## config.mk

```make
export PLATFORM = sky130hd
export DESIGN_NAME = regfile_writeback_queue_flat
export DESIGN_NICKNAME = d
export VERILOG_FILES = /design/src/rtl/regfile_writeback_queue_if.sv /design/src/rtl/regfile_writeback_queue.sv /design/src/flat_wrapper.sv
export SDC_FILE = /design/constraint.sdc
export NUM_CORES = 1
export LEC_CHECK = 0
export CAP_MARGIN = 20
export CORE_MARGIN = 8
export CORE_UTILIZATION = 40
export CTS_BUF_LIST = sky130_fd_sc_hd__clkbuf_8
export CTS_CLUSTER_SIZE = 40
export DETAILED_ROUTE_END_ITERATION = 10
export GPL_TIMING_DRIVEN = 0
export PLACE_DENSITY = 0.67
export SLEW_MARGIN = 20
export SYNTH_ARGS = -nofsm -noshare
export SYNTH_HDL_FRONTEND = slang
export SYNTH_SLANG_ARGS = --single-unit
```

## constraint.sdc

```tcl
create_clock -name clk -period 5.2 [get_ports clk]
set_input_delay 0.52 -clock clk [delete_from_list [all_inputs] [get_ports clk]]
set_output_delay 0.52 -clock clk [all_outputs]
set_load 0.005 [all_outputs]
```

## src/rtl/regfile_writeback_queue_if.sv

```systemverilog
`default_nettype none
// ============================================================================
// Module      : regfile_writeback_queue_if
// Description : Bundles the signals of the register-file writeback queue.
//               These are the ALU and load result handshakes, the drain port
//               to the register file (we3/a3/wd3), the forwarding lookup,
//               and the occupancy status.
//               slave  : the queue side (regfile_writeback_queue)
//               master : the pipeline / register-file side
// Revision    : 1.0 - initial release
// ============================================================================
interface regfile_writeback_queue_if #(
    parameter int DEPTH = 4
);
    localparam int c_CW = $clog2(DEPTH) + 1;

    logic              alu_valid;
    logic              alu_ready;
    logic [4:0]        alu_addr;
    logic [31:0]       alu_data;
    logic              mem_valid;
    logic              mem_ready;
    logic [4:0]        mem_addr;
    logic [31:0]       mem_data;
    logic              wb_busy;
    logic              we3;
    logic [4:0]        a3;
    logic [31:0]       wd3;
    logic [4:0]        q_addr;
    logic              q_hit;
    logic [31:0]       q_data;
    logic [c_CW-1:0]   count;
    logic              full;
    logic              empty;

    modport slave (
        input  alu_valid, alu_addr, alu_data,
        input  mem_valid, mem_addr, mem_data,
        input  wb_busy, q_addr,
        output alu_ready, mem_ready,
        output we3, a3, wd3,
        output q_hit, q_data,
        output count, full, empty
    );

    modport master (
        output alu_valid, alu_addr, alu_data,
        output mem_valid, mem_addr, mem_data,
        output wb_busy, q_addr,
        input  alu_ready, mem_ready,
        input  we3, a3, wd3,
        input  q_hit, q_data,
        input  count, full, empty
    );
endinterface
`default_nettype wire

```

## src/rtl/regfile_writeback_queue.sv

```systemverilog
`default_nettype none
// ============================================================================
// Module      : regfile_writeback_queue
// Description : A small circular FIFO that buffers late ALU and load results.
//               Whenever the pipeline's own writeback slot is idle, it drains
//               the results one per cycle into the single write port of the
//               register file.
//   Ports     : clk    - clock, all state updates on posedge
//               reset  - synchronous, active-high
//               bus    - regfile_writeback_queue_if.slave. It carries the
//                        ALU and load handshakes, the we3/a3/wd3 drain port,
//                        the q_addr/q_hit/q_data forwarding lookup, and the
//                        count/full/empty status.
//   Config    : Define WBQ_BYPASS_EN to build the forwarding lookup.
//               Otherwise q_hit and q_data are tied to 0.
// Revision    : 1.0 - initial release
// ============================================================================
module regfile_writeback_queue #(
    parameter int DEPTH = 4
) (
    input  wire logic                       clk,
    input  wire logic                       reset,
    regfile_writeback_queue_if.slave        bus
);
    localparam int c_PW = $clog2(DEPTH);
    localparam int c_CW = c_PW + 1;

    // Queue storage; the payload needs no reset because occupancy is
    // tracked solely by the pointers and count.
    logic [4:0]      r_addr [DEPTH];
    logic [31:0]     r_data [DEPTH];
    logic [c_PW-1:0] r_head;
    logic [c_PW-1:0] r_tail;
    logic [c_CW-1:0] r_count;

    logic            w_full;
    logic            w_empty;
    logic            w_mem_fire;
    logic            w_alu_fire;
    logic            w_push;
    logic            w_pop;
    logic [4:0]      w_push_addr;
    logic [31:0]     w_push_data;

    assign w_full  = (r_count == c_CW'(DEPTH));
    assign w_empty = (r_count == '0);

    // Readiness depends only on the registered count. A slot that is freed
    // by a drain in this cycle shows up as ready in the next cycle, which
    // keeps we3 out of the ready path.
    assign bus.mem_ready = !reset && !w_full;
    assign bus.alu_ready = !reset && !w_full && !bus.mem_valid;

    assign w_mem_fire  = bus.mem_valid && bus.mem_ready;
    assign w_alu_fire  = bus.alu_valid && bus.alu_ready;
    assign w_push_addr = w_mem_fire ? bus.mem_addr : bus.alu_addr;
    assign w_push_data = w_mem_fire ? bus.mem_data : bus.alu_data;

    // Writes to r0 complete the handshake, but they are dropped here.
    assign w_push = (w_mem_fire || w_alu_fire) && (w_push_addr != 5'd0);

    assign w_pop   = !reset && !w_empty && !bus.wb_busy;
    assign bus.we3 = w_pop;
    assign bus.a3  = (reset || w_empty) ? 5'd0  : r_addr[r_head];
    assign bus.wd3 = (reset || w_empty) ? 32'd0 : r_data[r_head];

    assign bus.count = r_count;
    assign bus.full  = w_full;
    assign bus.empty = w_empty;

    always_ff @(posedge clk) begin
        if (w_push) begin
            r_addr[r_tail] <= w_push_addr;
            r_data[r_tail] <= w_push_data;
        end
    end

    always_ff @(posedge clk) begin
        if (reset) begin
            r_head  <= '0;
            r_tail  <= '0;
            r_count <= '0;
        end else begin
            if (w_push) begin
                r_tail <= r_tail + c_PW'(1);
            end
            if (w_pop) begin
                r_head <= r_head + c_PW'(1);
            end
            unique case ({w_push, w_pop})
                2'b10:   r_count <= r_count + c_CW'(1);
                2'b01:   r_count <= r_count - c_CW'(1);
                default: r_count <= r_count;
            endcase
        end
    end

`ifdef WBQ_BYPASS_EN
    logic            w_hit;
    logic [31:0]     w_fwd;
    logic [c_PW-1:0] w_idx;

    // The scan runs from oldest to youngest, so the last match wins and
    // the youngest pending write is forwarded. The head is still eligible
    // while it drains. The entry being pushed in this cycle is not yet
    // stored, so it cannot match.
    always_comb begin
        w_hit = 1'b0;
        w_fwd = 32'd0;
        w_idx = r_head;
        for (int i = 0; i < DEPTH; i++) begin
            w_idx = r_head + c_PW'(i);
            if ((c_CW'(i) < r_count) && (r_addr[w_idx] == bus.q_addr)) begin
                w_hit = 1'b1;
                w_fwd = r_data[w_idx];
            end
        end
        if (reset || (bus.q_addr == 5'd0)) begin
            w_hit = 1'b0;
            w_fwd = 32'd0;
        end
    end

    assign bus.q_hit  = w_hit;
    assign bus.q_data = w_fwd;
`else
    logic w_unused_q_addr;

    assign w_unused_q_addr = ^bus.q_addr;
    assign bus.q_hit       = 1'b0;
    assign bus.q_data      = 32'd0;
`endif

endmodule
`default_nettype wire

```

## src/flat_wrapper.sv

```systemverilog
// flat-port wrapper written by rule: the top's interface ports become plain ports
module regfile_writeback_queue_flat 
#(
    parameter int DEPTH = 4
)
  (clk, reset, bus_alu_valid, bus_alu_addr, bus_alu_data, bus_mem_valid, bus_mem_addr, bus_mem_data, bus_wb_busy, bus_q_addr, bus_alu_ready, bus_mem_ready, bus_we3, bus_a3, bus_wd3, bus_q_hit, bus_q_data, bus_count, bus_full, bus_empty);
  regfile_writeback_queue_if #(.DEPTH(DEPTH)) bus_i ();
  input  wire logic clk;
  input  wire logic reset;
  input wire logic [$bits(bus_i.alu_valid)-1:0] bus_alu_valid;
  input wire logic [$bits(bus_i.alu_addr)-1:0] bus_alu_addr;
  input wire logic [$bits(bus_i.alu_data)-1:0] bus_alu_data;
  input wire logic [$bits(bus_i.mem_valid)-1:0] bus_mem_valid;
  input wire logic [$bits(bus_i.mem_addr)-1:0] bus_mem_addr;
  input wire logic [$bits(bus_i.mem_data)-1:0] bus_mem_data;
  input wire logic [$bits(bus_i.wb_busy)-1:0] bus_wb_busy;
  input wire logic [$bits(bus_i.q_addr)-1:0] bus_q_addr;
  output wire logic [$bits(bus_i.alu_ready)-1:0] bus_alu_ready;
  output wire logic [$bits(bus_i.mem_ready)-1:0] bus_mem_ready;
  output wire logic [$bits(bus_i.we3)-1:0] bus_we3;
  output wire logic [$bits(bus_i.a3)-1:0] bus_a3;
  output wire logic [$bits(bus_i.wd3)-1:0] bus_wd3;
  output wire logic [$bits(bus_i.q_hit)-1:0] bus_q_hit;
  output wire logic [$bits(bus_i.q_data)-1:0] bus_q_data;
  output wire logic [$bits(bus_i.count)-1:0] bus_count;
  output wire logic [$bits(bus_i.full)-1:0] bus_full;
  output wire logic [$bits(bus_i.empty)-1:0] bus_empty;
  assign bus_i.alu_valid = bus_alu_valid;
  assign bus_i.alu_addr = bus_alu_addr;
  assign bus_i.alu_data = bus_alu_data;
  assign bus_i.mem_valid = bus_mem_valid;
  assign bus_i.mem_addr = bus_mem_addr;
  assign bus_i.mem_data = bus_mem_data;
  assign bus_i.wb_busy = bus_wb_busy;
  assign bus_i.q_addr = bus_q_addr;
  assign bus_alu_ready = bus_i.alu_ready;
  assign bus_mem_ready = bus_i.mem_ready;
  assign bus_we3 = bus_i.we3;
  assign bus_a3 = bus_i.a3;
  assign bus_wd3 = bus_i.wd3;
  assign bus_q_hit = bus_i.q_hit;
  assign bus_q_data = bus_i.q_data;
  assign bus_count = bus_i.count;
  assign bus_full = bus_i.full;
  assign bus_empty = bus_i.empty;
  regfile_writeback_queue #(.DEPTH(DEPTH)) u_core (.clk(clk), .reset(reset), .bus(bus_i));
endmodule
```

# Yosys cells after proc, flatten, opt, wreduce, memory -nomap -nowiden
# Memory sizes are Yosys's and may differ from the RTL's. A register that Yosys moved wholly into a read port is not among the register bits.
# Cells that the tools add are included.
# word_totals
regBits	7
ramBits	148
inputBits	84
elab_cells	40
n_memories	2
# classes
addsub	4
n_eq_ne	3
n_mux	11
n_reduce_logical	17
# mem_list
name	depth	word_bits	rd	rd_ports_with_merged_regs	write_ports	line	rtl
u_core.r_data	4	32	1	1	1	regfile_writeback_queue.sv:31	logic [31:0] r_data [DEPTH];
u_core.r_addr	4	5	1	1	1	regfile_writeback_queue.sv:30	logic [4:0] r_addr [DEPTH];
# ops
op	count
$mux W32	2
$mux W5	2
$mux W2	4
$logic_and A1 B1 Y1	7
$pmux W3 S2	1
$logic_not A1 Y1	5
$reduce_bool A5 Y1	1
$add A2 B1 Y2 const B	2
$add A3 B1 Y3 const B	1
$eq A3 B3 Y1 const B	1
$logic_not A3 Y1	1
$sub A3 B1 Y3 const B	1
$eq A2 B1 Y1 const B	1
$eq A2 B2 Y1 const B	1
$logic_or A1 B1 Y1	2
$mux W1	2
$reduce_bool A2 Y1	1

# Logic depth before layout (Yosys ltp)
# Gate-level depths: netlist of the first run.
# logic_depth
depth_word	9
ltp_mapped	12
depth_no_buf	11

# Least setup slack after synthesis of the first run
# Ideal clock, no wire load.
# synth_path
kind	flip-flop to flip-flop
startpoint	register u_core.r_count[2], in the netlist u_core.bus.count[2]
endpoint	memory u_core.r_addr[0][0], enable pin
setup_time_ns	0.398
t_arrival_ns	2.278
slack_ns	2.524
stages_incl_launch_ff	7
synth_period_minus_slack_ns	2.676
cell_sequence	dfxtp_1 nor3b_2 nor3b_2 buf_4 mux2i_1 o21a_2 and2_1
# synth_between
elab_chain_len	9
elab_cells_between_ends	12
# synth_lines
element	line	rtl
from (decl)	regfile_writeback_queue.sv:34	logic [c_CW-1:0] r_count;
from (signal assigned)	regfile_writeback_queue.sv:91	2'b10: r_count <= r_count + c_CW'(1);
from (signal assigned)	regfile_writeback_queue.sv:92	2'b01: r_count <= r_count - c_CW'(1);
from (signal assigned)	regfile_writeback_queue.sv:93	default: r_count <= r_count;
$eq A3 B3 Y1 *	regfile_writeback_queue.sv:45	assign w_full = (r_count == c_CW'(DEPTH));
via bus_full	flat_wrapper.sv:26	output wire logic [$bits(bus_i.full)-1:0] bus_full;
$logic_not A1 Y1 *	regfile_writeback_queue.sv:51, regfile_writeback_queue.sv:52	
$logic_and A1 B1 Y1 *	regfile_writeback_queue.sv:51, regfile_writeback_queue.sv:52	
$logic_and A1 B1 Y1, on equally long branches	regfile_writeback_queue.sv:54, regfile_writeback_queue.sv:52	
$mux W5 / $logic_and A1 B1 Y1 (equally long branches)	regfile_writeback_queue.sv:56, regfile_writeback_queue.sv:55	
$reduce_bool A5 Y1 / $logic_or A1 B1 Y1 (equally long branches)	regfile_writeback_queue.sv:60	assign w_push = (w_mem_fire || w_alu_fire) && (w_push_addr != 5'd0);
$logic_and A1 B1 Y1 *	regfile_writeback_queue.sv:60	
$mux W1 *	regfile_writeback_queue.sv:72	if (w_push) begin
$mux W1 (implied by the code) *	regfile_writeback_queue.sv:73	r_addr[r_tail] <= w_push_addr;
to (decl)	regfile_writeback_queue.sv:30	
# Mark *: on every way through the listed nets, which the timed path passes. The rest lies on a longest branch.

# Final worst setup path of the first run
# layout_path
startpoint	register u_core.r_count[0], in the netlist u_core.bus.count[0]
endpoint	output port bus_wd3[16]
# layout_between
elab_chain_len	3
# layout_lines
element	line	rtl
$logic_not A3 Y1	regfile_writeback_queue.sv:46	assign w_empty = (r_count == '0);
$logic_or A1 B1 Y1	regfile_writeback_queue.sv:65	assign bus.wd3 = (reset || w_empty) ? 32'd0 : r_data[r_head];
$mux W32	regfile_writeback_queue.sv:65	
to (decl)	flat_wrapper.sv:22	output wire logic [$bits(bus_i.wd3)-1:0] bus_wd3;
# No other way between the ends.

==> qor.csv, run 1 <==
metric,value,unit
ios,162,
worst-path-buf-inv,3,
cap_viol_max_count,0,
fin_crit_sh,0.6680,
postCtsHoldBufs,0,
status,completed,
hp-class,reg2reg,
synth_top_cells_by_area,"edfxtp_1 65%, mux4_2 12%, mux2_2 6.0%",
fmax,287.9,MHz
ys_ff_latch,157,
fillers,1374,
irDropWorstVdd,0.1585,mV
cp_top_family,buffers and inverters,
final_cell_mix,"148 x edfxtp_1, 123 x clkdlybuf4s50_1, 37 x mux4_2",
place_congestion,0.6784,
synth_cell_type_count,30,
syn_area,6793,um2
leakage,0.003043,uW
setup_violations,0,
critPathLaunchType,register,
worst_pin_slew,876.3,ps
htree_num_levels,4,
slew_headroom,0.4140,
fin_util,0.5371,
fin_nets,639,
seq_area_frac_synth,0.6808,
place_hpwl,10010,um
cts_made_buffers,17,
dr.pass1.iters,4,
regArea,4624,um2
grt-ovfl-total,0,
fp.dieH,146.3,um
drc,0,
grt_pass1_vias,4115,
cpPeakStageDelay,480,ps
initialDrtViolationCount,147,
rows,47,
arrival,2950,ps
routed_wl,14380,um
io_buffer_count,123,
tritoncts,yes,
synth_top_area_cell,edfxtp_1,
clockBufferDepth,2,
tns,0,ps
clk_latency,440,ps
drive_gt1_frac,0.2763,
holdWs,534.9,ps
post-route-min-period,3474,ps
root_buffer,clkbuf_8,
initial_core_util,0.4096,
clkTransAtPathRegs,80,ps
vias_per_cell,4.718,
cp_max_fo,10,
crit_path_end_kind,output port,
grt_setup_unrepaired,false,
grt_max_degree,24,
slew_viol_final,0,
core,16580,um2
power_density,346.1,nW/um2
postCtsSetupRepairBufs,0,
grt_pass1_wl,22660,um
totalPowerFinal,3083,uW
final_common_cell,edfxtp_1,
worstPathCellList,nor3_1 -> or2_2 -> clkbuf_1 -> clkbuf_1 -> and2b_1 -> clkdlybuf4s50_1,
grtUsageTotal,0.1385,
post_cts_resized,0,
critPathKind,reg2out,
cpMostUsedCell,clkbuf_1,
wl_per_cell,18.41,um
yosys_warnings,0,
synthCells,371,
die_area,21410,um2
diodes,0,
dr_total_vias,3685,
ant_nets,0,
die_width,146.3,um
crit_required,4680,ps
antenna_found_initial,0,
yosys.area.top_type_share,0.6543,
multi_input_area,1943,um2
cpMaxStageDelayCell,clkbuf_1,
cts.sinks,157,
avgSynthCellArea,18.31,um2
hold_viol,0,
skew,12.64,ps
syn_to_final_growth,31.13,%
Yosys cell counts:
master / count
conb_1: 1
xor2_1: 3
o21a_1: 1
edfxtp_1: 148
clkbuf_1: 9
and2_1: 4
or2_2: 1
o32ai_1: 1
ha_1: 5
o21a_2: 1
nor4_1: 4
mux2i_1: 1
xnor2_1: 1
nor2_1: 9
a21oi_1: 2
nor3_1: 4
and2b_1: 8
inv_1: 7
mux4_2: 37
a211o_1: 2
mux2_2: 36
buf_4: 34
nand2_1: 2
or3_1: 1
nor2b_1: 29
o21ai_0: 1
fa_1: 1
buf_2: 7
dfxtp_1: 9
nor3b_2: 2
state kept, by name, indices dropped and copies added, names as in the netlist, named ones only:
name / count
u_core.bus.count: 3
u_core.r_addr: 20
u_core.r_head: 2
u_core.r_data: 128
u_core.r_tail: 2
kinds of logic (layout without fill, tap and decap cells):
| family | Yosys count | after routing | synth area share |
|---|---|---|---|
| simple gates | 64 | 64 | 0.05747 |
| fa+ha+maj | 6 | 6 | 0.01216 |
| flops | 157 | 157 | 0.6808 |
| xor+xnor | 4 | 4 | 0.005158 |
| compound gates | 8 | 8 | 0.008474 |
| mux | 74 | 74 | 0.1838 |
| buf+inv | 57 | 215 | 0.05157 |
| other cells | 1 | 33 | 0.0005521 |
worst register-to-register path, cell delays in order (launching register included):
cell and delay, ps:
dfxtp_1 410, nor3b_2 390, nor3b_2 100, buf_4 220, mux2i_1 190, o21a_2 270, inv_1 60, ha_1 180
inv_1 70, fa_1 390, xor2_1 160, or3_1 300, a21oi_1 150
stage by stage:
step | instance area (um2) | setup WS (ps) | instances
floorplan | 6913 | 2524 | 403
global placement | 8419 | 1011 | 746
detailed placement | 8519 | 1650 | 750
CTS | 8907 | 1571 | 781
global route | 8907 | 1371 | 781
finish | 8907 | 1726 | 781
layout make-up:
cell class,count,share of cell area
sequential,157,0.5192
multi-input combinational,189,0.2181
timing repair buffer,127,0.1489
buffer,50,0.03638
tap,220,0.03090
clock buffer,17,0.02627
clock inverter,14,0.01728
inverter,7,0.002950
worst paths after layout:
path                        from                  end  slack, ps  depth (start not counted)
min             u_core.r_head[1]             register        530                          2
max reg2reg  u_core.bus.count[2]  u_core.bus.count[2]       2250                         12
min reg2reg     u_core.r_head[1]             register        530                          2
max          u_core.bus.count[0]          bus_wd3[16]       1730                          6
report_power, final:
group | switching [uW] | internal (uW)
registers | 27.3 | 1500
clock network | 424 | 464
logic | 287 | 376
layer usage:
layer | track usage | wire (um)
met5 | 0 | 0
met1 | 0.1568 | 6081
met3 | 0.05315 | 993
met4 | 0.05049 | 240
met2 | 0.2340 | 7062
Note: power is estimated with default switching activity, not from simulation.
==> run 2, diff against run 1 <==
clock period = 3.2 ns   (was 5.2 ns; I/O delays follow)
==> run 2 against run 1 <==
Against the previous run:
- critical path depth decreased by 1
- flip-flop and latch count unchanged
- via count decreased by 0.38%
- wire length about the same
- cell count decreased by 0.13%
- combinational power increased by 63%
- register-to-register slack got worse by 2000 ps
- critical endpoint is now bus_a3[2]
- worst hold slack improved by 2.5 ps
- utilization about the same
- clock skew increased by 0.79 ps
==> qor.csv, run 2 (synthesized netlist as in run 1, its figures left out) <==
metric,value,unit,change
power_density,562.2,nW/um2,was 346.1 nW/um2
die_width,146.3,um,unchanged
final_cell_mix,"148 x edfxtp_1, 123 x clkdlybuf4s50_1, 37 x mux4_2",,unchanged
regArea,4624,um2,unchanged
rr_startpoint,u_core.bus.count[2],,unchanged
post-route-min-period,2980,ps,
crit_path_end_kind,output port,,unchanged
pwr-share-comb,0.216,,was 0.215
fin_util,0.5375,,was 0.5371
dr_total_vias,3671,,was 3685
dp_cells,750,,unchanged
slew_viol_final,0,,unchanged
cts.sinks,157,,unchanged
cpMostUsedCell,buf_2,,was clkbuf_1
grt-ovfl-total,0,,unchanged
cts_made_buffers,17,,unchanged
worstPathCellList,buf_2 -> buf_2 -> mux4_2 -> nor2b_1 -> clkdlybuf4s50_1,,was nor3_1 -> or2_2 -> clkbuf_1 -> clkbuf_1 -> and2b_1 -> clkdlybuf4s50_1
cpMaxStageDelayCell,mux4_2,,was clkbuf_1
syn_to_final_growth,31.22,%,was 31.13%
cpPeakStageDelay,550,ps,was 480 ps
largest_reg_flops,128,,unchanged
grt_pass1_wl,22680,um,was 22660 um
final_common_cell,edfxtp_1,,unchanged
min_path_cells,2,,unchanged
clk_latency,440,ps,about the same
crit_required,2880,ps,was 4680 ps
tritoncts,yes,,unchanged
die_area,21410,um2,unchanged
status,completed,,unchanged
wl_per_cell,18.42,um,was 18.41 um
irDropWorstVdd,0.2517,mV,was 0.1585 mV
drive_gt1_frac,0.2875,,was 0.2763
hold_viol,0,,unchanged
top_register,u_core.r_data,,unchanged
reg2reg_depth,12,,unchanged
core,16580,um2,unchanged
fp.dieH,146.3,um,unchanged
io_buffer_count,123,,unchanged
totalPowerFinal,5011,uW,was 3083 uW
p_sw_frac,0.2392,,was 0.2395
postCtsHoldBufs,0,,unchanged
initial_core_util,0.4096,,unchanged
worst_pin_slew,877.1,ps,was 876.3 ps
ios,162,,unchanged
p_switching,1198,uW,was 738.4 uW
grt_setup_unrepaired,false,,unchanged
fillers,1371,,was 1374
diodes,0,,unchanged
fin_ws,220.0,ps,was 1726 ps
leakage,0.003060,uW,was 0.003043 uW
routed_wl,14370,um,was 14380 um
htree_num_levels,4,,unchanged
stdcell_count,780,,was 781
multi_input_area,1943,um2,unchanged
stdcell_area,8914,um2,was 8907 um2
cp_max_fo,10,,unchanged
min_from,u_core.r_head[1],,unchanged
clkTransAtPathRegs,90,ps,was 80 ps
critPathLaunchType,register,,unchanged
fin_crit_sh,0.9312,,
arrival,2660,ps,was 2950 ps
hp-class,reg2reg,,unchanged
fmax,335.6,MHz,
reg2reg_slack,250,ps,was 2250 ps
root_buffer,clkbuf_8,,unchanged
place_ws,-18.36,ps,was 1650 ps
fin_nets,638,,was 639
seq_power_share,0.497,,about the same
grt_max_degree,24,,unchanged
skew,13.44,ps,was 12.64 ps
r2r_end,u_core.bus.count[2],,unchanged
grtUsageTotal,0.1386,,was 0.1385
antenna_found_initial,0,,unchanged
critPathKind,reg2out,,unchanged
place_hpwl,10010,um,unchanged
dr.pass1.iters,4,,unchanged
rows,47,,unchanged
pwr-share-clk,0.288,,about the same
p_int,3813,uW,was 2344 uW
clockBufferDepth,2,,unchanged
ant_nets,0,,unchanged
vias_per_cell,4.706,,was 4.718
cap_viol_max_count,0,,unchanged
setup_violations,0,,unchanged
place_congestion,0.6784,,unchanged
initialDrtViolationCount,155,,was 147
drc,0,,unchanged
slew_headroom,0.4135,,was 0.4140
grt_pass1_vias,4110,,was 4115
place_area,8519,um2,unchanged
run 2: repair_timing:
action,CTS,global route
gates resized for setup,4,5
endpoints found under the hold margin,0,0
setup buffers,0,0
cloned,0,0
endpoints found under the setup margin,30,10
run 2: layer usage:
metal	global-route usage	wire, um	part of all wire	vias to the layer above
met5	0	0	0	-
met4	0.05049	239	0.017	0
met3	0.05315	998	0.069	20
met2	0.2343	7048	0.49	127
met1	0.1570	6083	0.42	1799
li1	-	-	-	1725
run 2: final cells by class:
| class | instances | share of cell area |
|---|---|---|
| Clock buffer | 17 | 0.02625 |
| Clock inverter | 14 | 0.01727 |
| Timing Repair Buffer | 127 | 0.1488 |
| Multi-Input combinational cell | 189 | 0.2180 |
| Buffer | 49 | 0.03706 |
| Tap cell | 220 | 0.03088 |
| Sequential cell | 157 | 0.5188 |
| Inverter | 7 | 0.002948 |
run 2: how the worst max path moves through the flow:
stage	start	endpoint	slack [ps]	depth (start not counted)
after floorplan	u_core.bus.count[2]	u_core.r_addr[0][0]	520	6
final	register	bus_a3[2]	220	5
after global routing	register	bus_wd3[8]	0.1	5
after CTS	register	bus_wd3[25]	60	5
after detailed placement	reset	u_core.r_data[0][20]	-20	7
after global placement	reset	u_core.r_data[1][15]	-790	6
run 2: power by group through the flow:
stage / Combinational [uW] / Clock [uW] / Sequential [uW]
CTS: 1110 / 1470 / 2490
global route: 1190 / 1560 / 2500
detailed placement: 1110 / 0 / 2540
global placement: 1050 / 0 / 2530
floorplan: 619 / 0 / 2530
finish: 1080 / 1440 / 2490
run 2: per-stage QoR:
stage | TNS (ps) | hold slack, ps
after global routing | 0 | 562.6
after floorplan | 0 | 484.7
after global placement | -115340 | 497.2
after CTS | 0 | 534.2
final | 0 | 537.4
after detailed placement | -444.1 | 515.0
run 2: critical path, delay by kind of cell (launching register included):
kind                   cells  cell delay, ps
AND/OR/NAND/NOR            1             170
multiplexers               1             550
buffers and inverters      3            1190
flip-flops                 1             310
==> run 3, diff against run 2 <==
ABC_AREA = 1   (was default)
CELL_PAD_IN_SITES_DETAIL_PLACEMENT = 1   (was default)
CELL_PAD_IN_SITES_GLOBAL_PLACEMENT = 2   (was default)
CORE_UTILIZATION = 32   (was 40)
PLACE_DENSITY = default   (was 0.67)
PLACE_DENSITY_LB_ADDON = 0.1   (was default)
==> run 3 against run 2 <==
Against the previous run:
- synthesized area rose by 3.4%
- fmax fell by 2.1%
- power fell by 5.2%
- critical path type unchanged
- synthesized cell count rose by 84%
- cell count rose by 48%
- worst hold slack got worse by 40 ps
- sequential power fell by 4%
- highest routed layer unchanged
- clock skew barely moved
- cell area rose by 4.4%
- die area rose by 26%
==> qor.csv, run 3 <==
metric,value,unit,change
status,completed,,unchanged
drc,0,,unchanged
yosys.area.top_type_share,0.6329,,was 0.6543
tritoncts,yes,,unchanged
cp_max_fo,10,,unchanged
seq_area_frac_synth,0.6586,,was 0.6808
slew_viol_final,0,,unchanged
leakage,0.003580,uW,was 0.003060 uW
routed_wl,20940,um,was 14370 um
fp.dieH,164.1,um,was 146.3 um
yosysMostFrequentCell,nor2_1,,was edfxtp_1
fin_nets,953,,was 638
grt-ovfl-total,0,,unchanged
multi_input_area,2006,um2,was 1943 um2
stdcell_count,1154,,was 780
dr.pass1.iters,4,,unchanged
cap_viol_max_count,0,,unchanged
avgSynthCellArea,10.28,um2,was 18.31 um2
dr_total_vias,5339,,was 3671
r2r_end,u_core.bus.count[2],,unchanged
crit_required,2880,ps,about the same
vias_per_cell,4.627,,was 4.706
clk_latency,450,ps,was 440 ps
power_density,510.5,nW/um2,was 562.2 nW/um2
slew_headroom,0.5298,,was 0.4135
hold_viol,0,,unchanged
setup.worst_path.end,bus_a3[0],,was bus_a3[2]
cts.sinks,157,,unchanged
grtUsageTotal,0.1577,,was 0.1386
syn_to_final_growth,32.57,%,was 31.22%
reg2reg_slack,450,ps,was 250 ps
clockBufferDepth,2,,unchanged
crit_path_end_kind,output port,,unchanged
htree_num_levels,4,,unchanged
critPathLaunchType,register,,unchanged
irDropWorstVdd,0.2423,mV,was 0.2517 mV
fillers,2450,,was 1371
initialDrtViolationCount,294,,was 155
synth_top_cells_by_area,"edfxtp_1 63%, nor2_1 8.6%, nand2_1 6.3%",,"was edfxtp_1 65%, mux4_2 12%, mux2_2 6.0%"
place_hpwl,14510,um,was 10010 um
holdWs,497.0,ps,was 537.4 ps
yosys_warnings,0,,unchanged
cts_made_buffers,17,,unchanged
ios,162,,unchanged
synthCells,683,,was 371
post-route-min-period,3044,ps,was 2980 ps
place_congestion,0.7494,,was 0.6784
root_buffer,clkbuf_8,,unchanged
final_common_cell,nor2_1,,was edfxtp_1
grt_pass1_vias,5727,,was 4110
reg2reg_depth,17,,was 12
grt_max_degree,21,,was 24
top_register,u_core.r_data,,unchanged
die_area,26940,um2,was 21410 um2
grt_setup_unrepaired,false,,unchanged
synthFlopType,edfxtp_1,,unchanged
wl_per_cell,18.15,um,was 18.42 um
fmax,328.5,MHz,was 335.6 MHz
synth_top_area_cell,edfxtp_1,,unchanged
largest_reg_flops,128,,unchanged
fin_crit_sh,0.9513,,was 0.9312
skew,13.04,ps,was 13.44 ps
dp_cells,1124,,was 750
rr_startpoint,u_core.bus.count[0],,was u_core.bus.count[2]
tns,0,ps,unchanged
initial_core_util,0.3238,,was 0.4096
worst_pin_slew,703.7,ps,was 877.1 ps
totalPowerFinal,4752,uW,was 5011 uW
rows,54,,was 47
drive_gt1_frac,0.1133,,was 0.2875
regArea,4624,um2,unchanged
synth-edff-count,148,,unchanged
synthTopCellsByCount,"160 x nor2_1, 148 x edfxtp_1, 117 x nand2_1",,"was 148 x edfxtp_1, 37 x mux4_2, 36 x mux2_2"
synth_cell_type_count,23,,was 30
io_buffer_count,123,,unchanged
syn_area,7022,um2,was 6793 um2
fin_util,0.4292,,was 0.5375
synthArstFlopShare,0,,unchanged
setup_violations,0,,unchanged
postCtsHoldBufs,0,,unchanged
final_cell_mix,"160 x nor2_1, 148 x edfxtp_1, 123 x clkdlybuf4s50_1",,"was 148 x edfxtp_1, 123 x clkdlybuf4s50_1, 37 x mux4_2"
clkTransAtPathRegs,90,ps,about the same
grt_pass1_wl,31910,um,was 22680 um
die_width,164.1,um,was 146.3 um
arrival,2720,ps,was 2660 ps
ys_ff_latch,157,,unchanged
ant_nets,0,,unchanged
diodes,0,,unchanged
critPathKind,reg2out,,unchanged
hp-class,in2reg,,was reg2reg
core,21690,um2,was 16580 um2
antenna_found_initial,0,,unchanged
==> run 3: cell count changes in the layout (fill, tap and decap cells not counted), sizes merged, moves of 29 or more <==
cell   before  now
nand2       2  119
mux2       36    0
a21oi       2   43
mux4       37    0
nor2b      29    0
o21ai       1   82
nor2        9  166
==> run 3: how the worst min path moves through the flow <==
stage / start / to / depth (start not counted)
floorplan: reset / u_core.bus.count[1] / 1
global placement: u_core.r_head[1] / u_core.r_head[1] / 2
detailed placement: u_core.r_head[1] / u_core.r_head[1] / 2
CTS: reset / u_core.bus.count[1] / 2
global route: reset / u_core.bus.count[1] / 2
finish: reset / u_core.bus.count[1] / 2
==> run 3: per-stage QoR <==
step	worst slack, ps	instance area [um2]
2_1_floorplan	671.8	7142
3_3_place_gp	-877.8	8723
3_5_place_dp	26.84	8894
4_1_cts	8.004	9304
5_1_grt	1.495	9309
6_report	155.8	9309
==> run 3: cells by family after synthesis <==
family,Yosys count,synth area share
simple gates,292,0.1632
fa+ha+maj,6,0.01176
flops,157,0.6586
compound gates,125,0.09016
other cells,1,0.0005341
buf+inv,102,0.07573
==> run 3: power breakdown <==
group          internal (uW)  switching [uW]  total (uW)
clock                    834             719        1550
combinational            352             447         799
sequential              2370            28.1        2400
total                   3560            1190        4750
==> run 3: layout make-up <==
type	instances	area share
Sequential cell	157	0.4968
Clock inverter	13	0.01895
Clock buffer	17	0.02513
Multi-Input combinational cell	456	0.2155
Timing Repair Buffer	129	0.1484
Inverter	35	0.01411
Buffer	67	0.04355
Tap cell	280	0.03763
==> run 3: what timing repair did <==
| item | 4_1_cts | 5_1_grt |
|---|---|---|
| setup buffers | 0 | 0 |
| gates resized for setup | 0 | 8 |
| setup endpoints to repair | 0 | 10 |
| hold endpoints to repair | 0 | 0 |
==> run 3: critical path, cell delays in order, from the launching register on <==
cell and delay, ps:
dfxtp_1 330, inv_2 60, clkbuf_1 400, clkbuf_1 480, o21ai_0 170, a21oi_1 280, clkdlybuf4s50_1 560
==> run 3: per-layer routing <==
metal / track usage / wire (um) / vias up
met3: 0.03759 / 890 / 12
li1: - / - / 2583
met5: 0 / 0 / -
met1: 0.1831 / 8777 / 2624
met2: 0.2860 / 11110 / 120
met4: 0.03967 / 170 / 0
